===== src/rtl/disp_pkg.sv =====
// Shared types, constants and helpers for the 4-digit display scanner.
package disp_pkg;

    typedef enum logic {
        SHOW  = 1'b0,
        GHOST = 1'b1
    } state_e;

    localparam logic [3:0] AN_OFF  = 4'b1111;
    localparam logic [3:0] AN_RST  = 4'b1110;
    localparam logic [3:0] LES_RST = 4'b1111;

    // One complete display word: nibbles, decimal points and blank requests.
    typedef struct packed {
        logic [15:0] hexs;
        logic [3:0]  points;
        logic [3:0]  les;
    } disp_word_t;

    // Bit i set when digit i is a leading zero (digits i..3 all zero); digit 0 never.
    function automatic logic [3:0] lz_mask(input logic [15:0] hex16);
        logic [3:0] m;
        m[0] = 1'b0;
        m[1] = (hex16[15:4]  == 12'h000);
        m[2] = (hex16[15:8]  == 8'h00);
        m[3] = (hex16[15:12] == 4'h0);
        return m;
    endfunction

endpackage


===== src/rtl/disp_phase_cnt.sv =====
// Loadable down-counter timing one SHOW or GHOST phase; tc_c marks the last cycle.
module disp_phase_cnt #(
    parameter int unsigned CNT_W   = 16,
    parameter int unsigned RST_VAL = 0
) (
    input  logic             clk,
    input  logic             rst_n,
    input  logic             load_i,
    input  logic [CNT_W-1:0] load_val_i,
    output logic             tc_c,
    output logic             tc_next_c
);

    logic [CNT_W-1:0] cnt_q;
    logic [CNT_W-1:0] cnt_d;

    // Next count: reload on request, otherwise count down and rest at zero.
    always_comb begin
        cnt_d = cnt_q;
        if (load_i) begin
            cnt_d = load_val_i;
        end else if (cnt_q != '0) begin
            cnt_d = cnt_q - CNT_W'(1);
        end
    end

    assign tc_c      = (cnt_q == '0);
    assign tc_next_c = (cnt_d == '0);

    // Counter register.
    always_ff @(posedge clk or negedge rst_n) begin
        if (!rst_n) begin
            cnt_q <= CNT_W'(RST_VAL);
        end else begin
            cnt_q <= cnt_d;
        end
    end

endmodule


===== src/rtl/disp_scan4.sv =====
// Time-multiplexed 4-digit scanner feeding an MC14495 decoder, with
// frame-synchronous double buffering and leading-zero blanking.
module disp_scan4
    import disp_pkg::*;
#(
    parameter int unsigned SCAN_DIV  = 50000,
    parameter int unsigned BLANK_CYC = 500,
    parameter int unsigned CNT_W     = 16
) (
    input  logic        clk,
    input  logic        rst_n,
    input  logic        ld,
    input  logic [15:0] hexs,
    input  logic [3:0]  points,
    input  logic [3:0]  les,
    input  logic        lzb,
    output logic [3:0]  an,
    output logic [3:0]  hex,
    output logic        point,
    output logic        le,
    output logic        pend,
    output logic        frame_done
);

    localparam logic [CNT_W-1:0] SHOW_LD  = CNT_W'(SCAN_DIV - 1);
    localparam logic [CNT_W-1:0] GHOST_LD = CNT_W'(BLANK_CYC - 1);
    localparam disp_word_t       SHADOW_RST = '{hexs: 16'h0000, points: 4'h0, les: LES_RST};

    state_e     state_q, state_d;
    logic [1:0] idx_q, idx_d;
    disp_word_t shadow_q, shadow_d;
    disp_word_t pending_q, pending_d;
    logic       pend_q, pend_d;
    logic [3:0] an_q, an_d;
    logic [3:0] hex_q, hex_d;
    logic       point_q, point_d;
    logic       le_q, le_d;
    logic       frame_done_q, frame_done_d;

    logic             cnt_load;
    logic [CNT_W-1:0] cnt_val;
    logic             tc_c;
    logic             tc_next_c;
    logic             boundary_c;
    logic [3:0]       lz_c;
    disp_word_t       live_c;

    disp_phase_cnt #(
        .CNT_W   (CNT_W),
        .RST_VAL (SCAN_DIV - 1)
    ) u_phase_cnt (
        .clk        (clk),
        .rst_n      (rst_n),
        .load_i     (cnt_load),
        .load_val_i (cnt_val),
        .tc_c       (tc_c),
        .tc_next_c  (tc_next_c)
    );

    assign live_c     = '{hexs: hexs, points: points, les: les};
    assign boundary_c = (state_q == GHOST) && (idx_q == 2'd3) && tc_c;

    // Next-state, load path and output decode; outputs are derived from the
    // next state so the registered values line up with the state registers.
    always_comb begin
        state_d      = state_q;
        idx_d        = idx_q;
        cnt_load     = 1'b0;
        cnt_val      = SHOW_LD;
        shadow_d     = shadow_q;
        pending_d    = pending_q;
        pend_d       = pend_q;
        an_d         = AN_OFF;
        hex_d        = hex_q;
        point_d      = point_q;
        le_d         = 1'b1;
        lz_c         = 4'h0;
        frame_done_d = 1'b0;

        if (tc_c) begin
            cnt_load = 1'b1;
            if (state_q == SHOW) begin
                state_d = GHOST;
                cnt_val = GHOST_LD;
            end else begin
                state_d = SHOW;
                idx_d   = idx_q + 2'd1;
                cnt_val = SHOW_LD;
            end
        end

        // A load on the boundary itself bypasses the pending register.
        if (boundary_c) begin
            pend_d = 1'b0;
            if (ld) begin
                shadow_d = live_c;
            end else if (pend_q) begin
                shadow_d = pending_q;
            end
        end else if (ld) begin
            pending_d = live_c;
            pend_d    = 1'b1;
        end

        lz_c = lz_mask(shadow_d.hexs) & {4{lzb}};

        if (state_d == SHOW) begin
            an_d    = ~(4'b0001 << idx_d);
            hex_d   = shadow_d.hexs[{idx_d, 2'b00} +: 4];
            point_d = shadow_d.points[idx_d];
            le_d    = shadow_d.les[idx_d] | lz_c[idx_d];
        end

        frame_done_d = (state_d == GHOST) && (idx_d == 2'd3) && tc_next_c;
    end

    // State, buffer and output registers.
    always_ff @(posedge clk or negedge rst_n) begin
        if (!rst_n) begin
            state_q      <= SHOW;
            idx_q        <= 2'd0;
            shadow_q     <= SHADOW_RST;
            pending_q    <= SHADOW_RST;
            pend_q       <= 1'b0;
            an_q         <= AN_RST;
            hex_q        <= 4'h0;
            point_q      <= 1'b0;
            le_q         <= 1'b1;
            frame_done_q <= 1'b0;
        end else begin
            state_q      <= state_d;
            idx_q        <= idx_d;
            shadow_q     <= shadow_d;
            pending_q    <= pending_d;
            pend_q       <= pend_d;
            an_q         <= an_d;
            hex_q        <= hex_d;
            point_q      <= point_d;
            le_q         <= le_d;
            frame_done_q <= frame_done_d;
        end
    end

    assign an         = an_q;
    assign hex        = hex_q;
    assign point      = point_q;
    assign le         = le_q;
    assign pend       = pend_q;
    assign frame_done = frame_done_q;

endmodule


===== config.mk =====
export PLATFORM = sky130hd
export DESIGN_NAME = disp_scan4
export DESIGN_NICKNAME = d
export VERILOG_FILES = /design/src/rtl/disp_pkg.sv /design/src/rtl/disp_phase_cnt.sv /design/src/rtl/disp_scan4.sv
export SDC_FILE = /design/constraint.sdc
export NUM_CORES = 1
export LEC_CHECK = 0
export ABC_AREA = 1
export CORE_ASPECT_RATIO = 0.6
export CORE_MARGIN = 4
export CORE_UTILIZATION = 50
export DETAILED_ROUTE_END_ITERATION = 7
export GPL_TIMING_DRIVEN = 0
export PLACE_DENSITY = 0.71
export SYNTH_ARGS = -nofsm -noshare
export SYNTH_HDL_FRONTEND = slang
export SYNTH_SLANG_ARGS = --single-unit

===== constraint.sdc =====
create_clock -name clk -period 2.2 [get_ports clk]
set_input_delay 0.22 -clock clk [delete_from_list [all_inputs] [get_ports clk]]
set_output_delay 0.22 -clock clk [all_outputs]
set_load 0.1 [all_outputs]

==> summary.md, run 1 <==
| Metric | Value |
|---|---|
| RePlAce Congestion | approximately 0.87 |
| I/O Buffers | 38 |
| Clock power share | between 40 and 50% |
| P_sw | around 740 uW |
| Area share of the largest cell type after synthesis | between 30% and 40% |
| CP max stage delay | around 1.2 ns |
| Total power | 3.43 mW |
| Clock root cell | clkbuf_16 |
| Seq/Total Area, Yosys | between 40% and 50% |
| Primary FF master, synth | dfrtp_1 |
| Die area | 0.0102 mm2 |
| Core Area | ~0.0081 mm2 |
| Drc violations | 0 |
| Cts bufs inserted | 9 |
| CTS clk-pin slew, worst paths | around 0.06 ns |
| CTS Buffer Depth | 2 |
| Leak | between 2 and 3 nW |
| Max H-tree Level | 3 |
| Initial core utilization | between 50 and 60% |
| DR vias | about 3800 |
| Drt first-iter violations | between 200 and 300 |
| Largest net degree at the start of global routing | 54 |
| Seq pwr share | 44.4% |
| Inst Count DP | roughly 700 |
| Worst VDD drop | ~0.42 mV |
| Synth Warn # | 0 |
| Total congestion overflow | 0 |
| Synthesized cell area | about 0.0043 mm2 |
| Max Cap Violations | 0 |
| Status | finished, final reports clean |
| Hold Path End | pend$_DFFE_PN0P_ |
| Initial DRT Pass Iterations | 5 |
| Syn Nets | between 500 and 600 |
| Fmax achieved | 472 MHz |
| Area grow syn2layout | 21.9% |
| Ys async rst share | 100% |
| Slowest CP cell | clkdlybuf4s50_1 |
| Hold slack | between 0.3 and 0.4 ns |
| Unrepaired setup endpoints after global routing | false |
| Top cells by area, synth | dfrtp_1, nand2_1, dfstp_2 |
| Final Non-Filler Cells | between 700 and 800 |
| Critical path class | reg2out |
| Minimum clock period | about 2.1 ns |
| Worst-path maximum fanout | 2 |
| Post-synthesis cell count | between 500 and 600 |
| Count of final setup violators | 0 |
| RR Endpoint | frame_done$_DFF_PN0_ |
| Buf/Inv on CP | 1 |
| Number of global-route vias before repair | between 3000 and 4000 |
| Cell family with most CP delay | buffers and inverters |
| Max_slew headroom | approximately a third |
| Post-synth top area cell | dfrtp_1 |
| Detailed placement HPWL | around 8000 um |
| CP Cell Sequence | clkdlybuf4s50_1 |
| Post-route ant nets | 0 |
| Switching portion of total power | 21.6% |
| Final Hold Fails | 0 |
| # rows | 25 |
| Ports | 40 |
| Fin. max-slew vios | 0 |
| Hold Startpoint | ld |
| EDFF count, synth | 0 |
| R2r startpoint | u_phase_cnt.cnt_q[1]$_DFF_PN1_ |
| Hold Crit Depth | 3 |
| Combinational Power Share | 6.5% |
| GRT Total Usage | a little under a quarter |
| First-pass GRT wire length | 18800 um |
| Crit path DAT | 1.90 ns |
| Clk sinks | between 70 and 80 |
| R2R Setup Slk | 0.14 ns |
| R2R cell count | 14 |
| DR WL/cell | 15.3 um |
| Die height | about 80 um |
| Final Cycle Share | around 96% |
| Avg Vias per Cell | between 5 and 6 |
| P per Cell Area | ~650 mW/mm2 |
| Nets | approximately 640 |
| TritonCTS clock tree | built |
| Int Power | between 2 and 3 mW |
| Flops & latches, synth | a little under 80 |
| Layout cells sized above 1 | roughly 17% |
| Worst min path class | in2reg |
| Worst path required time | a little under 2 ns |
| Count of cell types in the netlist | 32 |
| Startpoint types | register |
| Critical Path End Type | output pin |
| # diodes | 0 |
| Synthesized area per cell | ~7.7 um2 |
| Die Wd | about 130 um |
| Worst Clk Skew | between 0.007 and 0.008 ns |
| Total wire length | 11100 um |
| Initial antenna violation count | 0 |
| Worst-Skew Late Latency | between 0.3 and 0.4 ns |
| Worst-margin pin slew | 0.981 ns |
[per-layer routing]
metal,vias to the layer above,share of wire [%],global-route usage (%)
li1,1855,-,-
met1,1761,52,36.8
met2,128,39,31.9
met3,14,7.5,7.35
met4,0,1.4,6.89
met5,-,0,0
[sequential cells by signal, summed over array words and instances (netlist names)]
register,flops
u_phase_cnt.cnt_q,16
frame_done,1
an,4
hex,4
state_q,1
le,1
pending_q,24
shadow_q,24
point,1
pend,1
idx_q,2
[cell usage in the layout, fill, tap and decap left out, types with 2 or more instances in the layout]
cell and instances:
clkdlybuf4s50_1 33, clkbuf_8 3, xnor2_1 4, inv_2 4, clkbuf_16 9, or2_2 2
ha_1 2, nand3_1 31, buf_4 4, dlygate4sd2_1 4, dfstp_2 21, buf_6 5
inv_1 68, o211ai_1 8, nand4_1 5, a21oi_1 4, bufinv_16 2, nor2_4 4
o21ai_0 52, dfrtp_1 58, nand2_4 4, nor2_2 5, nor2_1 38, nor3_1 2
o21ai_1 2, nor2_8 3, o21ai_2 6, clkbuf_1 3, nand2_2 10, nand2_1 196
buf_2 9, mux2_2 4, nand3_2 2
[power by group through the flow]
stage | sequential (mW) | clock [mW] | combinational, mW
floorplan | 1.54 | 0 | 0.112
global placement | 1.54 | 0 | 0.212
detailed placement | 1.55 | 0 | 0.223
CTS | 1.52 | 1.70 | 0.227
global route | 1.53 | 1.77 | 0.257
finish | 1.52 | 1.69 | 0.224
[metrics by stage]
stage	util [%]	cell area [um2]	setup TNS (ns)	setup WS, ns
2_1_floorplan	-	4320	0	0.0345
3_3_place_gp	59.4	4830	-133.50	-1.95
3_5_place_dp	59.7	4860	-0.0211	-0.0211
4_1_cts	63.9	5200	-0.0114	-0.0114
5_1_grt	64.7	5260	0	0.0112
6_report	64.7	5260	0	0.0835
[cell families (layout without fill, tap and decap cells)]
family,count (synthesis),in the layout,share of synthesized area (%)
xor+xnor,5,5,1.01
buf+inv,92,151,9.97
compound gates,73,73,9.51
flops,79,79,46.4
fa+ha+maj,3,3,0.870
simple gates,303,303,31.2
mux,4,4,1.04
[worst max path at each step]
| stage | start | to | slack [ns] | cells past startpoint |
|---|---|---|---|---|
| finish | hex[1]$_DFFE_PN0N_ | hex[1] | 0.08 | 1 |
| global route | u_phase_cnt.cnt_q[1]$_DFF_PN1_ | frame_done$_DFF_PN0_ | 0.01 | 14 |
| detailed placement | u_phase_cnt.cnt_q[0]$_DFF_PN1_ | frame_done$_DFF_PN0_ | -0.02 | 14 |
| CTS | u_phase_cnt.cnt_q[0]$_DFF_PN1_ | frame_done$_DFF_PN0_ | -0.01 | 14 |
| global placement | rst_n | hex[0]$_DFFE_PN0N_ | -1.95 | 1 |
| floorplan | pend$_DFFE_PN0P_ | le$_DFF_PN1_ | 0.03 | 11 |
[cell type report]
type	instances	area, um2
fill	712	2870
sequential	79	2000
multi-input combinational	388	1920
timing repair buffer	43	433
inverter	73	277
clock buffer	13	270
buffer	19	160
tap	108	135
clock inverter	3	65.1
[worst register-to-register path: stages, from the launching register on]
cell,delay [ns]
dfstp_2,0.52
inv_1,0.07
ha_4,0.18
nand2_4,0.09
nor2_8,0.07
nand2_4,0.10
buf_8,0.12
nand2_1,0.07
nand2_2,0.13
inv_4,0.07
nor2_2,0.09
nand3_2,0.10
nor2_2,0.14
nand3_1,0.09
nor2_2,0.13
[synth_stat cells, types with 5 or more instances]
cell        n
buf_2       9
buf_6       6
dfrtp_1    58
dfstp_2    21
inv_1      69
nand2_1   196
nand2_2    11
nand3_1    32
nand4_1     5
nor2_1     41
o211ai_1    8
o21ai_0    52
o21ai_2     6
[timing repair]
action,in CTS,in global routing
buffers inserted,0,3
hold buffers,1,0
setup endpoints to repair,5,3
gates resized for setup,5,10
pin swaps,1,6
endpoints found under the hold margin,13,0
gates cloned,0,0
No activity file was read; power rests on OpenSTA's default activity.
==> run 2: changes to the inputs <==
--- a/config.mk
+++ b/config.mk
@@ -12,6 +12,7 @@
 export DETAILED_ROUTE_END_ITERATION = 7
 export GPL_TIMING_DRIVEN = 0
 export PLACE_DENSITY = 0.71
+export RECOVER_POWER = 25
 export SYNTH_ARGS = -nofsm -noshare
 export SYNTH_HDL_FRONTEND = slang
 export SYNTH_SLANG_ARGS = --single-unit
==> summary.md, run 2 (synthesized netlist as in run 1, its figures left out) <==
| Metric | Value |
|---|---|
| Status | finished, violations left |
| Violations in the final reports | capacitance limit, slew limit |
| Total congestion overflow | 0 |
| # diodes | 0 |
| Avg Vias per Cell | 5.19 |
| Number of global-route vias before repair | 3630 |
| R2R cell count | 12 |
| Minimum clock period | ~2.1 ns |
| Die area | around 0.010 mm2 |
| Final Cycle Share | 96.0% |
| Initial DRT Pass Iterations | 5 |
| CTS Buffer Depth | 2 |
| Max Cap Violations | 1 |
| Final Hold Fails | 0 |
| Initial core utilization | between 50% and 60% |
| Slowest CP cell | clkdlybuf4s50_1 |
| Worst path required time | between 1.5 and 2 ns |
| Final Non-Filler Cells | ~730 |
| Layout cells sized above 1 | 16.7% |
| Buf/Inv on CP | 1 |
| Fmax achieved | 473 MHz |
| Nets | 644 |
| Detailed placement HPWL | around 8000 um |
| Post-route ant nets | 0 |
| Most frequent cells in the layout | nand2_1, inv_1, dfrtp_1, o21ai_0, nor2_1 |
| Inst Count DP | roughly 710 |
| Hold Startpoint | ld |
| Worst-margin pin slew | 1.55 ns |
| Final instance area | 0.00526 mm2 |
| Worst VDD drop | ~0.42 mV |
| DR vias | approximately 3800 |
| Worst Clk Skew | ~0.0071 ns |
| Worst-Skew Late Latency | between 0.3 and 0.4 ns |
| Die height | about 80 um |
| CP max stage delay | ~1.2 ns |
| Count of final setup violators | 0 |
| Hold Crit Depth | 3 |
| Critical path class | reg2out |
| I/O Buffers | 38 |
| CP Cell Sequence | clkdlybuf4s50_1 |
| R2r startpoint | u_phase_cnt.cnt_q[1]$_DFF_PN1_ |
| R2R Setup Slk | around 0.15 ns |
| Largest net degree at the start of global routing | 54 |
| TritonCTS clock tree | built |
| Startpoint types | register |
| Leak | approximately 2.6 nW |
| Drc violations | 0 |
| Clk sinks | slightly below 80 |
| Max_slew headroom | -3.66% |
| Final worst setup slack | roughly 0.088 ns |
| Worst min path class | in2reg |
| Area grow syn2layout | 21.8% |
| Crit path DAT | between 1.5 and 2 ns |
| Worst-path maximum fanout | 2 |
| Core Area | between 0.008 and 0.009 mm2 |
| CTS clk-pin slew, worst paths | 0.06 ns |
| Die Wd | ~130 um |
| Max H-tree Level | 3 |
| RePlAce Congestion | slightly below 0.9 |
| DR WL/cell | ~15 um |
| Unrepaired setup endpoints after global routing | false |
| Post-DP Area | roughly 0.0049 mm2 |
| First-pass GRT wire length | roughly 19000 um |
| Ports | 40 |
| RR Endpoint | le$_DFF_PN1_ |
| Cts bufs inserted | 9 |
| GRT Total Usage | 23.9% |
| Hold Path End | pend$_DFFE_PN0P_ |
| Clock root cell | clkbuf_16 |
| Cell family with most CP delay | buffers and inverters |
| Drt first-iter violations | slightly below 300 |
| Initial antenna violation count | 0 |
| Total wire length | ~11000 um |
| P per Cell Area | roughly 650 mW/mm2 |
| Most common cell after layout, fill and taps aside | nand2_1 |
| Biggest regs | pending_q x24, shadow_q x24, u_phase_cnt.cnt_q x16 |
| Worst slack, placed | -0.0211 ns |
| # rows | 25 |
| Critical Path End Type | output pin |
| Fin. max-slew vios | 27 |
==> run 2: changes by cell type in the layout (fill, tap and decap cells not counted) <==
cell | before | now
buf_4 | 4 | 3
clkbuf_1 | 3 | 4
==> run 2: worst max path at each step <==
stage	slack (ns)	from	endpoint	cells past startpoint
final	0.09	hex[1]$_DFFE_PN0N_	hex[1]	1
after global routing	0.01	u_phase_cnt.cnt_q[1]$_DFF_PN1_	frame_done$_DFF_PN0_	14
after CTS	-0.01	u_phase_cnt.cnt_q[0]$_DFF_PN1_	frame_done$_DFF_PN0_	14
after detailed placement	-0.02	u_phase_cnt.cnt_q[0]$_DFF_PN1_	frame_done$_DFF_PN0_	14
after global placement	-1.95	rst_n	hex[0]$_DFFE_PN0N_	1
after floorplan	0.03	pend$_DFFE_PN0P_	le$_DFF_PN1_	11
==> run 2: metal layers <==
| layer | routed length (um) | track usage [%] |
|---|---|---|
| met5 | 0 | 0 |
| met4 | 130 | 6.89 |
| met3 | 887 | 7.35 |
| met2 | 4310 | 31.9 |
| met1 | 5800 | 36.8 |
==> run 2: cell type report <==
cell class,count,area (um2)
repair buffers,43,429
multi-input cells,388,1920
well taps,108,135
fillers,714,2880
clock inverters,3,65.1
clock buffers,13,270
flip-flops and latches,79,2000
inverters,73,277
plain buffers,19,160
==> run 2: repair_timing <==
action                                  4_1_cts  5_1_grt
endpoints found under the setup margin        5        3
setup buffers                                 0        3
hold buffers                                  1        0
resized for setup                             5       10
hold endpoints to repair                     13        0
cloned                                        0        0
pin swaps                                     1        6
==> run 2: power by group <==
| group | switching, mW | internal, mW |
|---|---|---|
| registers | 0.0223 | 1.50 |
| clock network | 0.595 | 1.09 |
| logic | 0.119 | 0.104 |
| total | 0.735 | 2.69 |
==> run 2: metrics by stage <==
step,total power [mW],TNS [ns],util (%),hold slack (ns)
2_1_floorplan,1.65,0,-,-0.0756
3_3_place_gp,1.76,-133.50,59.4,0.448
3_5_place_dp,1.77,-0.0211,59.7,0.165
4_1_cts,3.45,-0.0114,63.9,0.320
5_1_grt,3.56,0,64.6,0.350
6_report,3.42,0,64.6,0.328
